--- config.mk ---
export PLATFORM = sky130hd
export DESIGN_NAME = logic_unit_seq_flat
export DESIGN_NICKNAME = d
export VERILOG_FILES = /design/src/rtl/logic_unit_if.sv /design/src/rtl/logic_unit_seq.sv /design/src/flat_wrapper.sv
export SDC_FILE = /design/constraint.sdc
export NUM_CORES = 1
export LEC_CHECK = 0
export CAP_MARGIN = 20
export CORE_ASPECT_RATIO = 1.1
export CORE_MARGIN = 10
export CORE_UTILIZATION = 35
export DETAILED_ROUTE_END_ITERATION = 16
export PLACE_DENSITY = 0.53
export SLEW_MARGIN = 25
export SYNTH_ARGS = -nofsm -noshare
export SYNTH_HDL_FRONTEND = slang
export SYNTH_SLANG_ARGS = --single-unit
--- constraint.sdc ---
create_clock -name clk -period 7.6 [get_ports clk]
set_clock_uncertainty 0.2 [all_clocks]
set_input_delay 1.9 -clock clk [delete_from_list [all_inputs] [get_ports clk]]
set_output_delay 1.9 -clock clk [all_outputs]
set_load 0.01 [all_outputs]
--- src/rtl/logic_unit_if.sv ---
// logic_unit_if: issue/result handshake bundle for logic_unit_seq; out_parity exists only when LOGIC_UNIT_PARITY_EN is defined
interface logic_unit_if #(parameter int WIDTH = 64);
    logic in_valid, in_ready, out_valid, out_ready, out_zero;
    logic [WIDTH-1:0] in_a, in_b, out_result;
    logic [2:0] in_op;
`ifdef LOGIC_UNIT_PARITY_EN
    logic out_parity;
    modport master(output in_valid, in_a, in_b, in_op, out_ready,
                   input in_ready, out_valid, out_result, out_zero, out_parity);
    modport slave(input in_valid, in_a, in_b, in_op, out_ready,
                  output in_ready, out_valid, out_result, out_zero, out_parity);
`else
    modport master(output in_valid, in_a, in_b, in_op, out_ready,
                   input in_ready, out_valid, out_result, out_zero);
    modport slave(input in_valid, in_a, in_b, in_op, out_ready,
                  output in_ready, out_valid, out_result, out_zero);
`endif
endinterface

--- src/rtl/logic_unit_seq.sv ---
// logic_unit_seq: slice-serial 8-op bitwise logic lane with valid/ready handshakes and zero flag
// LOGIC_UNIT_PARITY_EN adds a registered out_parity of the final result.
module logic_unit_seq #(
    parameter int WIDTH = 64,
    parameter int SLICE = 16
) (
    input logic clk,
    input logic rst_n,
    logic_unit_if.slave bus
);
    localparam int NSLICE = WIDTH / SLICE;
    localparam int CW = NSLICE > 1 ? $clog2(NSLICE) : 1;
    typedef enum logic [1:0] {IDLE, BUSY, DONE} state_t;
    state_t state_q, state_d;
    logic [CW-1:0] cnt_q, cnt_d;
    logic [WIDTH-1:0] a_q, a_d, b_q, b_d, res_q, res_d, full;
    logic [2:0] op_q, op_d;
    logic zero_q, zero_d;
    logic accept, last, retire;
    assign accept = state_q == IDLE && bus.in_valid;
    assign last = state_q == BUSY && cnt_q == CW'(NSLICE - 1);
    assign retire = state_q == DONE && bus.out_ready;
    always_ff @(posedge clk or negedge rst_n) begin
        if (!rst_n) state_q <= IDLE;
        else state_q <= state_d;
    end
    always_comb begin
        state_d = accept ? BUSY : last ? DONE : retire ? IDLE : state_q;
    end
    always_comb begin
        bus.in_ready = state_q == IDLE;
        bus.out_valid = state_q == DONE;
        bus.out_result = res_q;
        bus.out_zero = zero_q;
    end
    always_comb begin
        full = '0;
        case (op_q)
            3'd0: full = a_q & b_q;
            3'd1: full = a_q | b_q;
            3'd2: full = a_q ^ b_q;
            3'd3: full = ~(a_q & b_q);
            3'd4: full = ~(a_q | b_q);
            3'd5: full = ~(a_q ^ b_q);
            3'd6: full = a_q & ~b_q;
            default: full = a_q;
        endcase
    end
    // only the current slice of the full-width op result is committed each cycle
    always_comb begin
        a_d = accept ? bus.in_a : a_q;
        b_d = accept ? bus.in_b : b_q;
        op_d = accept ? bus.in_op : op_q;
        cnt_d = accept ? '0 : state_q == BUSY ? cnt_q + 1'b1 : cnt_q;
        res_d = res_q;
        if (accept) res_d = '0;
        else if (state_q == BUSY) res_d[int'(cnt_q)*SLICE +: SLICE] = full[int'(cnt_q)*SLICE +: SLICE];
        zero_d = last ? res_d == '0 : retire ? 1'b0 : zero_q;
    end
    always_ff @(posedge clk or negedge rst_n) begin
        if (!rst_n) begin
            cnt_q <= '0;
            a_q <= '0;
            b_q <= '0;
            op_q <= '0;
            res_q <= '0;
            zero_q <= 1'b0;
        end else begin
            cnt_q <= cnt_d;
            a_q <= a_d;
            b_q <= b_d;
            op_q <= op_d;
            res_q <= res_d;
            zero_q <= zero_d;
        end
    end
`ifdef LOGIC_UNIT_PARITY_EN
    logic par_q, par_d;
    always_comb begin
        par_d = last ? ^res_d : retire ? 1'b0 : par_q;
        bus.out_parity = par_q;
    end
    always_ff @(posedge clk or negedge rst_n) begin
        if (!rst_n) par_q <= 1'b0;
        else par_q <= par_d;
    end
`endif
endmodule

--- src/flat_wrapper.sv ---
// flat-port wrapper written by rule: the top's interface ports become plain ports
module logic_unit_seq_flat 
#(
    parameter int WIDTH = 64,
    parameter int SLICE = 16
)
  (clk, rst_n, bus_in_valid, bus_in_a, bus_in_b, bus_in_op, bus_out_ready, bus_in_ready, bus_out_valid, bus_out_result, bus_out_zero);
  logic_unit_if #(.WIDTH(WIDTH)) bus_i ();
  input logic clk;
  input logic rst_n;
  input wire logic [$bits(bus_i.in_valid)-1:0] bus_in_valid;
  input wire logic [$bits(bus_i.in_a)-1:0] bus_in_a;
  input wire logic [$bits(bus_i.in_b)-1:0] bus_in_b;
  input wire logic [$bits(bus_i.in_op)-1:0] bus_in_op;
  input wire logic [$bits(bus_i.out_ready)-1:0] bus_out_ready;
  output wire logic [$bits(bus_i.in_ready)-1:0] bus_in_ready;
  output wire logic [$bits(bus_i.out_valid)-1:0] bus_out_valid;
  output wire logic [$bits(bus_i.out_result)-1:0] bus_out_result;
  output wire logic [$bits(bus_i.out_zero)-1:0] bus_out_zero;
  assign bus_i.in_valid = bus_in_valid;
  assign bus_i.in_a = bus_in_a;
  assign bus_i.in_b = bus_in_b;
  assign bus_i.in_op = bus_in_op;
  assign bus_i.out_ready = bus_out_ready;
  assign bus_in_ready = bus_i.in_ready;
  assign bus_out_valid = bus_i.out_valid;
  assign bus_out_result = bus_i.out_result;
  assign bus_out_zero = bus_i.out_zero;
  logic_unit_seq #(.WIDTH(WIDTH), .SLICE(SLICE)) u_core (.clk(clk), .rst_n(rst_n), .bus(bus_i));
endmodule
==> metrics.log <==
INFO  metric outcome = finished clean
INFO  metric number_of_buffers_inserted_to_repair_setup_after_cts = 0
INFO  metric synthCells = 1,707
INFO  metric ir_worst_vdd = 0.134 mV
INFO  metric r2r-end = u_core.bus.out_zero
INFO  metric final_layout_size_suffix_gt1_share = 7.22%
INFO  metric most_repeated_library_cell_on_the_critical_path = sky130_fd_sc_hd__nor2_1
INFO  metric largest_net_degree_at_the_start_of_global_routing = 120
INFO  metric synth_compound_gate_area_share = between 20 and 25%
INFO  metric dp_hpwl = 36.0 mm
INFO  metric path_class = reg2reg
INFO  metric start_util = 35.5%
INFO  metric vias = 13.1k
INFO  metric crit_slowest_cell = sky130_fd_sc_hd__dfrtp_4
INFO  metric detailroute.wirelength.met3 = 2.71 mm
INFO  metric core = between 40,000 and 50,000 um2
INFO  metric worst-slew-pin-transition = 1090 ps
INFO  metric critPathArrivalTime = ~5000 ps
INFO  metric via_per_inst = 5.44
INFO  metric wl_met1 = between 20 and 25 mm
INFO  metric io_buffer_count = 201
INFO  metric worstSetupEndpoint = u_core.bus.out_zero
INFO  metric ctsLongestPathBuffers = 2
INFO  metric worst_setup_path_startpoint = u_core.op_q[1]
INFO  metric synth_fa_ha_area_share = 15.9%
INFO  metric synth.cell_area = 15,500 um2
INFO  metric worst_path_largest_cell_delay = between 1000 and 1500 ps
INFO  metric reg2reg_slack = about 2700 ps
INFO  metric synth_top_area_share = 32.3%
INFO  metric ctsHtreeMaxLevel = 4
INFO  metric maxClockFrequency = 203 MHz
INFO  metric fp.dieW = ~220 um
INFO  metric cts_repair_resize_count = 0
INFO  metric finalCritPeriodShare = 64.9%
INFO  metric yosys_register_bits = 200
INFO  metric crit_chain = buf_4 -> mux4_2 -> nor2_1 -> a211oi_1 -> o32ai_2 -> a2bb2oi_1 -> nor2_1 -> or4_1 -> nor4_1 -> a31o_1
INFO  metric nNetsFinal = 2,160
INFO  metric synth_area_leader_cell = sky130_fd_sc_hd__dfrtp_1
INFO  metric ys_seq_area_share = 32.3%
INFO  metric cts.hold.buffers_added = 0
INFO  metric critPathRequiredTime = 7810 ps
INFO  metric grt_usage = approximately a fifth
INFO  metric worst_r2r_startpoint = u_core.op_q[1]
INFO  metric start_kind = flop
INFO  metric timing.slew.headroom = 27.2%
INFO  metric reg2reg_depth = 10
INFO  metric distinct_cells_synth = 81
INFO  metric tritoncts_sinks = 200
INFO  metric synthFlopType = sky130_fd_sc_hd__dfrtp_1
INFO  metric final-setup-viol-count = 0
INFO  metric synth_most_common_cell = sky130_fd_sc_hd__o21ai_0
INFO  metric area.growth.synth_to_final = 18.1%
INFO  metric synth.area.top_cells = sky130_fd_sc_hd__dfrtp_1 32%, sky130_fd_sc_hd__ha_1 16%, sky130_fd_sc_hd__o21ai_0 6.5%, sky130_fd_sc_hd__nand2_1 4.9%, sky130_fd_sc_hd__mux2i_1 4.4%
INFO  metric first_iter_violations = 1,017
INFO  metric cts_tree = yes
INFO  metric die_h = 241 um
INFO  metric highest_layer = met4
INFO  metric preCtsSetupSlack = 2280 ps
INFO  metric synthArstFlopShare = 100%
INFO  metric largest_family_of_logic_cells_by_synthesized_area = compound AO/OA/AOI/OAI gates
INFO  metric final-max-slew-violation-count = 0
INFO  metric power_per_cell_area = 115 nW/um2
INFO  metric end_kind = flop
INFO  metric antenna_found_initial = 0
INFO  metric first_pass_iters = 5
INFO  metric yosys-top-cells-count = 202 x sky130_fd_sc_hd__o21ai_0, 201 x sky130_fd_sc_hd__nand2_1, 200 x sky130_fd_sc_hd__dfrtp_1
INFO  metric die_area = around 53,000 um2
INFO  metric cts-buffers-inserted = 17
INFO  metric path_clk_slew = roughly 80 ps
INFO  metric detailroute.wirelength.met2 = 23.3 mm
INFO  metric leakagePower = about 8.7 nW
INFO  metric diodes = 0
INFO  metric grt.overflow.total = 0
INFO  metric remaining_drc_errors = 0
INFO  metric hp-class = reg2reg
INFO  metric final.hold.worst_slack = 312 ps
INFO  metric synth_enable_flop_cells = 0
INFO  metric worstPathMaxFanout = 76
INFO  metric gp_congestion = 0.862
INFO  metric ant_nets = 0
INFO  metric synthesis.yosys.warnings = 0
INFO  metric finalCriticalPeriod = 4930 ps
INFO  metric synth.net_count = about 2.0k
INFO  metric post_synth_simple_gate_area = 10.7%
INFO  metric detail_route.wirelength = between 50 and 60 mm
INFO  metric maxCapViolations = 0
INFO  metric syn-mean-instance-area = 9.09 um2
INFO  metric postLayoutSetupSlackWorst = ~2700 ps
INFO  metric synth.area.mux_share = 10.1%
INFO  metric grt_pass1_wl = 78.1 mm
INFO  metric io_pins = 202
INFO  metric final.setup.tns = 0 ps
INFO  metric clk-insertion-delay-late = 470 ps
INFO  metric core.rowCount = 80
INFO  metric drt-wirelength-per-cell = 21.0 um
INFO  metric final_hold_fails = 0
INFO  metric root_buffer = sky130_fd_sc_hd__clkbuf_16
INFO  metric first_global_vias = ~13k
INFO  metric rsz0062_at_grt = no
INFO  metric synth_xor_xnor_area_share = 0%
## layout by cell type, fill, tap and decap left out, types with 10 or more instances in the layout
cell type	instances
sky130_fd_sc_hd__clkbuf_16	17
sky130_fd_sc_hd__buf_4	22
sky130_fd_sc_hd__mux2i_1	68
sky130_fd_sc_hd__a22oi_1	27
sky130_fd_sc_hd__o221ai_1	18
sky130_fd_sc_hd__o22ai_1	22
sky130_fd_sc_hd__mux4_2	16
sky130_fd_sc_hd__nor2b_1	20
sky130_fd_sc_hd__mux2_2	39
sky130_fd_sc_hd__a21o_1	10
sky130_fd_sc_hd__ha_1	197
sky130_fd_sc_hd__a21oi_1	62
sky130_fd_sc_hd__o21ai_0	202
sky130_fd_sc_hd__o31ai_1	15
sky130_fd_sc_hd__nor3_1	10
sky130_fd_sc_hd__a211oi_1	21
sky130_fd_sc_hd__clkdlybuf4s50_1	200
sky130_fd_sc_hd__dfrtp_1	196
sky130_fd_sc_hd__nand2_1	201
sky130_fd_sc_hd__a22o_1	32
sky130_fd_sc_hd__nor2_1	83
sky130_fd_sc_hd__o211ai_1	22
sky130_fd_sc_hd__o2bb2ai_1	10
sky130_fd_sc_hd__nand2b_1	15
sky130_fd_sc_hd__inv_1	154
## flip-flops by register name, summed over array words and instances, names as in the netlist
register / cells
u_core.op_q: 3
u_core.a_q: 64
u_core.bus.out_zero: 1
u_core.state_q: 2
u_core.cnt_q: 2
u_core.bus.out_result: 64
u_core.b_q: 64
## stage by stage
stage / cells / utilization [%] / power (mW) / area [um2]
finish: 2415 / 42.0 / 2.11 / 18300
global route: 2415 / 42.0 / 2.18 / 18300
CTS: 2415 / 42.0 / 2.14 / 18300
detailed placement: 2383 / 40.6 / 1.19 / 17700
global placement: 2383 / 40.6 / 1.19 / 17700
floorplan: 1707 / - / 1.09 / 15500
## worst min path at each step
stage               cells after the start                      start                   endpoint  slack [ps]
CTS                                     2  u_core.bus.out_result[35]  u_core.bus.out_result[35]         310
global placement                        2  u_core.bus.out_result[35]  u_core.bus.out_result[35]         300
detailed placement                      2  u_core.bus.out_result[35]  u_core.bus.out_result[35]         290
floorplan                               2  u_core.bus.out_result[19]  u_core.bus.out_result[19]         330
finish                                  2  u_core.bus.out_result[35]  u_core.bus.out_result[35]         310
global route                            2  u_core.bus.out_result[35]  u_core.bus.out_result[35]         330
## cells by family after synthesis
group | count (synthesis)
AOI/OAI and AO/OA | 528
adders and majority gates | 197
buffers and inverters | 278
DFF | 200
muxes | 129
and+or+nand+nor | 375
## per-layer routing
metal	global-route usage, %	up-vias
met2	30.1	343
met4	5.77	0
li1	-	6291
met5	0	-
met1	25.7	6468
met3	2.91	42
## report_power, final
part	internal, mW	switching [mW]	leakage [nW]	total (mW)
clock network	0.471	0.472	0.277	0.943
logic	0.0618	0.0417	6.47	0.103
registers	1.06	0	1.93	1.06
total	1.60	0.514	8.67	2.11
## worst max-delay path: cells and delay by family (launching register included)
| kind | cells | cell delay (ps) |
|---|---|---|
| muxes | 1 | 560 |
| buffers and inverters | 1 | 570 |
| AOI/OAI and AO/OA | 4 | 1260 |
| DFF | 1 | 1050 |
| and+or+nand+nor | 4 | 1160 |
## area by class of cell
| class | instances | area, um2 |
|---|---|---|
| Sequential cell | 200 | 5010 |
| Multi-Input combinational cell | 1229 | 9230 |
| Timing Repair Buffer | 224 | 2190 |
| Clock inverter | 13 | 136 |
| Inverter | 156 | 586 |
| Fill cell | 4355 | 25300 |
| Tap cell | 574 | 718 |
| Clock buffer | 19 | 443 |
No activity file was read; power rests on OpenSTA's default activity.
